--- config.mk ---
export PLATFORM = sky130hd
export DESIGN_NAME = fifo_uart_tx_flat
export DESIGN_NICKNAME = d
export VERILOG_FILES = /design/src/rtl/fifo_uart_tx_if.sv /design/src/rtl/fifo_uart_tx.sv /design/src/flat_wrapper.sv
export SDC_FILE = /design/constraint.sdc
export NUM_CORES = 1
export LEC_CHECK = 0
export ABC_AREA = 1
export CORE_ASPECT_RATIO = 0.75
export CORE_UTILIZATION = 61
export CTS_CLUSTER_DIAMETER = 40
export DETAILED_ROUTE_END_ITERATION = 16
export GPL_TIMING_DRIVEN = 0
export PLACE_DENSITY = 0.93
export SLEW_MARGIN = 30
export SYNTH_ARGS = -nofsm -noshare
export SYNTH_HDL_FRONTEND = slang
export SYNTH_SLANG_ARGS = --single-unit
--- constraint.sdc ---
create_clock -name clock -period 5.1 [get_ports clock]
set_input_delay 1.02 -clock clock [delete_from_list [all_inputs] [get_ports clock]]
set_output_delay 1.02 -clock clock [all_outputs]
set_load 0.01 [all_outputs]
--- src/rtl/fifo_uart_tx_if.sv ---
// FIFO read-port bundle between the 32x8 FIFO and its UART transmitter consumer.
// master = consumer that owns the read strobe, slave = FIFO side.
interface fifo_uart_tx_if;
    logic       fifo_rd;
    logic       fifo_empty;
    logic [7:0] fifo_data;

    modport master (output fifo_rd, input fifo_empty, input fifo_data);
    modport slave  (input fifo_rd, output fifo_empty, output fifo_data);
endinterface

--- src/rtl/fifo_uart_tx.sv ---
// Drains bytes from the FIFO read port and serializes each as an 8N1 UART frame.
// Define FIFO_UART_TX_PARITY_EN to insert an even-parity bit between DATA and STOP.
module fifo_uart_tx #(
    parameter int CLKS_PER_BIT = 16,
    parameter int CNT_W        = 16
) (
    input  logic           clock,
    input  logic           reset,
    input  logic           enable,
    fifo_uart_tx_if.master fifo,
    output logic           tx,
    output logic           busy,
    output logic           done
);

    typedef enum logic [2:0] {
        ST_IDLE   = 3'd0,
        ST_POP    = 3'd1,
        ST_LOAD   = 3'd2,
        ST_START  = 3'd3,
        ST_DATA   = 3'd4,
`ifdef FIFO_UART_TX_PARITY_EN
        ST_PARITY = 3'd6,
`endif
        ST_STOP   = 3'd5
    } state_t;

    localparam logic [CNT_W-1:0] CNT_LAST = CNT_W'(CLKS_PER_BIT - 1);
    localparam logic [CNT_W-1:0] CNT_ONE  = {{(CNT_W-1){1'b0}}, 1'b1};

`ifdef FIFO_UART_TX_PARITY_EN
    function automatic logic even_parity_f(input logic [7:0] data_in);
        return ^data_in;
    endfunction
`endif

    state_t           state_q, state_d;
    logic [CNT_W-1:0] cnt_q, cnt_d;
    logic [2:0]       bit_idx_q, bit_idx_d;
    logic [7:0]       shift_q, shift_d;
    logic             tx_q, tx_d;
    logic             busy_q, busy_d;
    logic             rd_q, rd_d;
    logic             done_q, done_d;
    logic             bit_end_s;

    assign bit_end_s = (cnt_q == CNT_LAST);

    // Next-state, counters and the registered output values derived from the next state.
    always_comb begin
        state_d   = state_q;
        cnt_d     = cnt_q;
        bit_idx_d = bit_idx_q;
        shift_d   = shift_q;
        case (state_q)
            ST_IDLE: begin
                cnt_d     = {CNT_W{1'b0}};
                bit_idx_d = 3'd0;
                if (enable && !fifo.fifo_empty) begin
                    state_d = ST_POP;
                end else begin
                    state_d = ST_IDLE;
                end
            end
            ST_POP: begin
                state_d = ST_LOAD;
            end
            ST_LOAD: begin
                shift_d = fifo.fifo_data;
                cnt_d   = {CNT_W{1'b0}};
                state_d = ST_START;
            end
            ST_START: begin
                if (bit_end_s) begin
                    cnt_d     = {CNT_W{1'b0}};
                    bit_idx_d = 3'd0;
                    state_d   = ST_DATA;
                end else begin
                    cnt_d = cnt_q + CNT_ONE;
                end
            end
            ST_DATA: begin
                if (bit_end_s) begin
                    cnt_d = {CNT_W{1'b0}};
                    if (bit_idx_q == 3'd7) begin
                        bit_idx_d = 3'd0;
`ifdef FIFO_UART_TX_PARITY_EN
                        state_d   = ST_PARITY;
`else
                        state_d   = ST_STOP;
`endif
                    end else begin
                        bit_idx_d = bit_idx_q + 3'd1;
                    end
                end else begin
                    cnt_d = cnt_q + CNT_ONE;
                end
            end
`ifdef FIFO_UART_TX_PARITY_EN
            ST_PARITY: begin
                if (bit_end_s) begin
                    cnt_d   = {CNT_W{1'b0}};
                    state_d = ST_STOP;
                end else begin
                    cnt_d = cnt_q + CNT_ONE;
                end
            end
`endif
            ST_STOP: begin
                if (bit_end_s) begin
                    cnt_d   = {CNT_W{1'b0}};
                    state_d = ST_IDLE;
                end else begin
                    cnt_d = cnt_q + CNT_ONE;
                end
            end
            default: begin
                state_d   = ST_IDLE;
                cnt_d     = {CNT_W{1'b0}};
                bit_idx_d = 3'd0;
            end
        endcase

        // Outputs are computed from the next state so the flops line up with the state they describe.
        rd_d   = (state_d == ST_POP);
        busy_d = (state_d != ST_IDLE);
        done_d = (state_d == ST_STOP) && (cnt_d == CNT_LAST);
        case (state_d)
            ST_START:  tx_d = 1'b0;
            ST_DATA:   tx_d = shift_d[bit_idx_d];
`ifdef FIFO_UART_TX_PARITY_EN
            ST_PARITY: tx_d = even_parity_f(shift_d);
`endif
            default:   tx_d = 1'b1;
        endcase
    end

    // State and output registers; reset aborts any frame and parks the line high.
    always_ff @(posedge clock or negedge reset) begin
        if (!reset) begin
            state_q   <= ST_IDLE;
            cnt_q     <= {CNT_W{1'b0}};
            bit_idx_q <= 3'd0;
            shift_q   <= 8'h00;
            tx_q      <= 1'b1;
            busy_q    <= 1'b0;
            rd_q      <= 1'b0;
            done_q    <= 1'b0;
        end else begin
            state_q   <= state_d;
            cnt_q     <= cnt_d;
            bit_idx_q <= bit_idx_d;
            shift_q   <= shift_d;
            tx_q      <= tx_d;
            busy_q    <= busy_d;
            rd_q      <= rd_d;
            done_q    <= done_d;
        end
    end

    assign tx          = tx_q;
    assign busy        = busy_q;
    assign done        = done_q;
    assign fifo.fifo_rd = rd_q;

endmodule

--- src/flat_wrapper.sv ---
// flat-port wrapper written by rule: the top's interface ports become plain ports
module fifo_uart_tx_flat 
#(
    parameter int CLKS_PER_BIT = 16,
    parameter int CNT_W        = 16
)
  (clock, reset, enable, tx, busy, done, fifo_fifo_rd, fifo_fifo_empty, fifo_fifo_data);
  fifo_uart_tx_if fifo_i ();
  input  logic clock;
  input  logic reset;
  input  logic enable;
  output logic tx;
  output logic busy;
  output logic done;
  output wire logic [$bits(fifo_i.fifo_rd)-1:0] fifo_fifo_rd;
  input wire logic [$bits(fifo_i.fifo_empty)-1:0] fifo_fifo_empty;
  input wire logic [$bits(fifo_i.fifo_data)-1:0] fifo_fifo_data;
  assign fifo_fifo_rd = fifo_i.fifo_rd;
  assign fifo_i.fifo_empty = fifo_fifo_empty;
  assign fifo_i.fifo_data = fifo_fifo_data;
  fifo_uart_tx #(.CLKS_PER_BIT(CLKS_PER_BIT), .CNT_W(CNT_W)) u_core (.clock(clock), .reset(reset), .enable(enable), .fifo(fifo_i), .tx(tx), .busy(busy), .done(done));
endmodule
* Word level (Yosys, flattened, before mapping)
Index checks and enable logic that the tools add are counted.
** Storage, ports and cells
- Input port bits :: 12
- Register bits :: 34
- Logic and storage cells :: 46
- Output and inout bits :: 4
** Cells by class
- Order comparisons :: 1
- Eq/ne operators :: 12
- $add $sub $neg :: 2
- Reduce and logical (&&, ||, !) cells :: 7
- Multiplexer cells :: 16
** Operators with widths (number)
- $eq 16x4->1 const B :: 2
- $pmux 16 s2 :: 1
- $mux 3 :: 7
- $pmux 3 s6 :: 1
- $add 16x1->16 const B :: 1
- $mux 16 :: 1
- $eq 3x3->1 const B :: 5
- $eq 3x2->1 const B :: 3
- $pmux 3 s3 :: 1
- $mux 8 :: 1
- $eq 3x1->1 const B :: 2
- $reduce_or 3->1 :: 2
- $lt 3x4->1 const B :: 1
- $add 3x1->3 const B :: 1
- $bmux 1 s3 :: 1
- $logic_not 3->1 :: 1
- $reduce_bool 3->1 :: 1
- $logic_and 1x1->1 :: 2
- $mux 1 :: 2
- $pmux 1 s2 :: 1
- $logic_not 1->1 :: 1

* Logic depth before layout (Yosys ltp)
- Depth in word-level cells :: 7
- Gate-level depth with buffers :: 16
- Depth with buffers taken out :: 15

* Worst setup path after synthesis
OpenSTA, ideal clock, no wires.
- Path kind :: input-to-reg
- Start :: in fifo_fifo_empty
- End :: reg u_core.done_q (netlist: u_core.done)
- Data arrival time :: 1.710 ns
- Cell stages on the path :: 9
- Path buffers :: 0
- Setup slack :: 3.309 ns
- Setup time :: 0.080 ns
- Data required time :: 5.020 ns
- Path through :: inv_1 nand2_1 a21boi_0 a21oi_1 nand2_1 nand2_1 nor2_1 nand4_1 nor3_2
** On the way
- Cells in the longest elaborated chain, start to end :: 6
** RTL lines
- from (decl) :: RTL line flat_wrapper.sv:16 : input wire logic [$bits(fifo_i.fifo_empty)-1:0] fifo_fifo_empty;
- $logic_not 1->1 :: RTL line fifo_uart_tx.sv:59 : if (enable && !fifo.fifo_empty) begin
- $logic_and 1x1->1 :: RTL line fifo_uart_tx.sv:59
- $mux 1 :: RTL line fifo_uart_tx.sv:59
- $pmux 3 s6 :: RTL line fifo_uart_tx.sv:55 : case (state_q)
- named net u_core.state_d[0] :: RTL line fifo_uart_tx.sv:37 : state_t state_q, state_d;
- $eq 3x3->1 :: RTL line fifo_uart_tx.sv:127 : done_d = (state_d == ST_STOP) && (cnt_d == CNT_LAST);
- $logic_and 1x1->1 :: RTL line fifo_uart_tx.sv:127
- named net u_core.done_d :: RTL line fifo_uart_tx.sv:44 : logic done_q, done_d;
- to (signal assigned) :: RTL line fifo_uart_tx.sv:157 : done_q <= done_d;
- to (decl) :: RTL line fifo_uart_tx.sv:44
The timed path passes the listed nets, and every way through them passes these cells.

* Final worst setup path
- Start :: reg u_core.tx_q (netlist: u_core.tx)
- End :: out tx
** RTL lines
- from (decl) :: RTL line fifo_uart_tx.sv:41 : logic tx_q, tx_d;
- from (signal assigned) :: RTL line fifo_uart_tx.sv:154 : tx_q <= tx_d;
- to (decl) :: RTL line flat_wrapper.sv:12 : output logic tx;
No word-level cell between the ends.

==> impl_metrics.csv <==
group,metric,value,unit
timing,fmax,428,MHz
run_status,status,"completed",
place,port_buffers,15,
yosys,synth_top_area_cell,"dfrtp_1",
grt,grt_pass1_vias,1824,
cts,clockBufferDepth,2,
cts,cts.sinks,34,
setup_path,start_kind,"register",
place,place_area,0.00242,mm²
cts,post_cts_resize_count,0,
setup_path,crit_type,"register to primary output",
routing,drtAntennaViolNets,0,
cts,cts_setup_buffers,0,
routing,drt_pass1_iterations,4,
yosys,synth-seq-area-share,38.8,%
routing,topRoutingLayerUsed,"met4",
job,cap_violations,0,
cts,clk_pin_slew,0.06,ns
cts,cts_buffers,5,
die,fp.dieArea,0.00385,mm²
grt,grt_antenna_before_repair,0,
routing,wl_met3,401,µm
cts,hold_buffers,0,
hold_path,hold_path_class,"register to register",
setup_path,max_stage_delay,0.52,ns
setup_path,cp-end-kind,"primary output",
layout,nNetsFinal,344,
timing,relSlewSlack,72.0,%
routing,viasPerCell,5.46,
layout,n_antenna_cell,0,
layout,stdcell_area,0.00251,mm²
yosys,ys.warnings.count,0,
grt,track_usage,29.5,%
timing,fin_crit,2.34,ns
cts,insertion_delay,0.29,ns
routing,wl_per_cell,13.7,µm
place,hpwl,3750,µm
die,die_height,54.0,µm
timing,rsz0062_at_grt,"no",
timing,setup_violations,0,
setup_path,crit_fanout,1,
routing,drc,0,
setup_path,cp_data_required_time,4.08,ns
yosys,synth.area.top_cells,"dfrtp_1 38%, nand2_1 14%, nand3_1 7.7%, inv_1 6.7%, nor2_1 4.4%",
timing,maxSlewViolCount,0,
cts,root_buffer,"clkbuf_8",
die,start_util,65.4,%
timing,final.setup_skew,0.00150,ns
die,die_w,71.3,µm
routing,wl,5070,µm
yosys,avgSynthCellArea,7.18,µm²
routing,wl_met2,2290,µm
timing,worst_pin_slew,0.416,ns
setup_path,critical_path.cell_chain,"clkdlybuf4s50_1",
setup_path,critPathSlowestCell,"clkdlybuf4s50_1",
routing,drt-met1-wl,2310,µm
power,irDropWorstVdd,0.168,mV
yosys,synthDistinctLibCells,33,
routing,drtIter0Drc,190,
setup_path,worst-r2r-setup-slack,3.15,ns
yosys,synth_top_area_share,37.6,%
grt,grt_pass1_wl,8370,µm
power,p_leak,1.31,nW
die,rows,18,
yosys,synth_seq_cells,34,
timing,setup_tns,0,ns
setup_path,path_delay_family,"buffers and inverters",
power,powerDensity,200,mW/mm²
cts,htree_levels,2,
layout,area_delta_synth_final,14.2,%
yosys,syn-cell-area,0.00220,mm²
yosys,syn_inst,306,
yosys,synth_fp_nets,321,
layout,final_util,74.8,%
setup_path,crit_buf_inv,1,
setup_path,cp.arrival,1.32,ns
layout,drive_above_1_share,15.8,%
die,core,0.00336,mm²
die,ioPinCount,16,
timing,period_share,45.8,%
grt,gr-total-overflow,0,
place,place.gp.congestion,0.911,
routing,via_count,2020,
grt,grt_max_degree,24,
cts,cts_tree,"built",
timing,hold_viol_final,0,
worst register-to-register path, cell delays in order, from the launching register on:
cell,delay (ns)
dfrtp_1,0.38
ha_1,0.21
nand3_2,0.16
nor2_4,0.19
nand2_2,0.13
nor2_2,0.14
nand2_1,0.07
nand2_1,0.06
nand2_1,0.09
inv_2,0.08
nand3_1,0.08
nand2_1,0.07
nand2_1,0.05
nand2_1,0.07
nand2_1,0.05
nand2_1,0.06
cell families after synthesis:
group	after synthesis	synth area share, %
simple gates	187	41.5
xor+xnor	1	0.399
compound gates	26	6.78
flops	34	38.8
fa+ha+maj	3	1.71
buf+inv	55	10.8
report_power, final:
| group | switching [mW] | total, mW | leakage, nW | internal, mW |
|---|---|---|---|---|
| registers | 0.000722 | 0.274 | 0.420 | 0.274 |
| logic | 0.0122 | 0.0258 | 0.842 | 0.0136 |
| clock network | 0.0928 | 0.203 | 0.0455 | 0.110 |
| total | 0.106 | 0.503 | 1.31 | 0.397 |
metrics by stage:
step / hold slack, ns / power [mW] / instances / setup WS, ns
6_report: 0.568 / 0.503 / 370 / 2.76
5_1_grt: 0.596 / 0.519 / 370 / 2.72
4_1_cts: 0.570 / 0.506 / 370 / 2.76
3_5_place_dp: 0.543 / 0.305 / 362 / 2.73
3_3_place_gp: 0.519 / 0.302 / 361 / 2.32
2_1_floorplan: 0.493 / 0.287 / 306 / 3.31
path summary, 6_finish.rpt:
check,startpoint,to,cells after the start
setup / recovery,u_core.tx,tx,1
hold / removal,u_core.shift_q[0],u_core.shift_q[0],3
setup reg to reg,u_core.cnt_q[1],u_core.tx,15
hold reg to reg,u_core.shift_q[0],u_core.shift_q[0],3
max in group asynchronous,reset,u_core.shift_q[6],2
min in group asynchronous,reset,u_core.cnt_q[11],1
Yosys cell counts:
library cell	n
nand2_1	83
inv_1	39
nand3_1	34
dfrtp_1	33
nor2_1	26
nand4_1	11
inv_2	9
o21ai_0	8
o21ai_1	7
or2_2	6
nor2_2	5
a21oi_1	4
nand3_2	4
or2_0	4
buf_2	3
buf_6	3
ha_1	3
nand2_2	3
nor2_4	3
nor3_1	3
nor3_2	2
o211ai_1	2
a21boi_0	1
a31o_2	1
buf_4	1
dfstp_2	1
nor2_8	1
nor3_4	1
o21ai_2	1
o21bai_1	1
o22ai_1	1
or2_1	1
xor2_1	1
area by class of cell:
| cell class | instances | area (µm²) |
|---|---|---|
| buffer | 7 | 56.3 |
| timing repair buffer | 16 | 173 |
| tap | 40 | 50.0 |
| clock buffer | 8 | 90.1 |
| inverter | 48 | 180 |
| fill | 243 | 847 |
| multi-input combinational | 217 | 1110 |
| sequential | 34 | 852 |
sequential cells by signal (all words and copies together), names as in the netlist:
signal               flops
u_core.done              1
u_core.tx                1
u_core.bit_idx_q         3
u_core.state_q           3
u_core.cnt_q            16
u_core.shift_q           8
u_core.busy              1
u_core.fifo.fifo_rd      1
layer usage:
metal  track usage (%)  vias to the layer above
met5                 0                        -
met4              10.0                        0
met3              6.55                       11
met2              47.8                       77
met1              39.9                      910
li1                  -                     1022
cell usage in the layout (no fill, tap or decap), types with 2 or more instances in the layout:
cell type and n:
clkbuf_1 2, nor2_2 5, buf_2 4, clkdlybuf4s50_1 14
nor3_2 2, o211ai_1 2, inv_2 9, or2_0 4
nor3_1 3, nand3_2 4, o21ai_0 8, dfrtp_1 33
ha_1 3, buf_6 3, nand4_1 11, nand2_1 83
nor2_4 3, o21ai_1 7, nand2_2 3, or2_2 6
clkbuf_8 6, a21oi_1 4, nor2_1 26, inv_1 39
nand3_1 34
(Power assumes the default switching activity.)
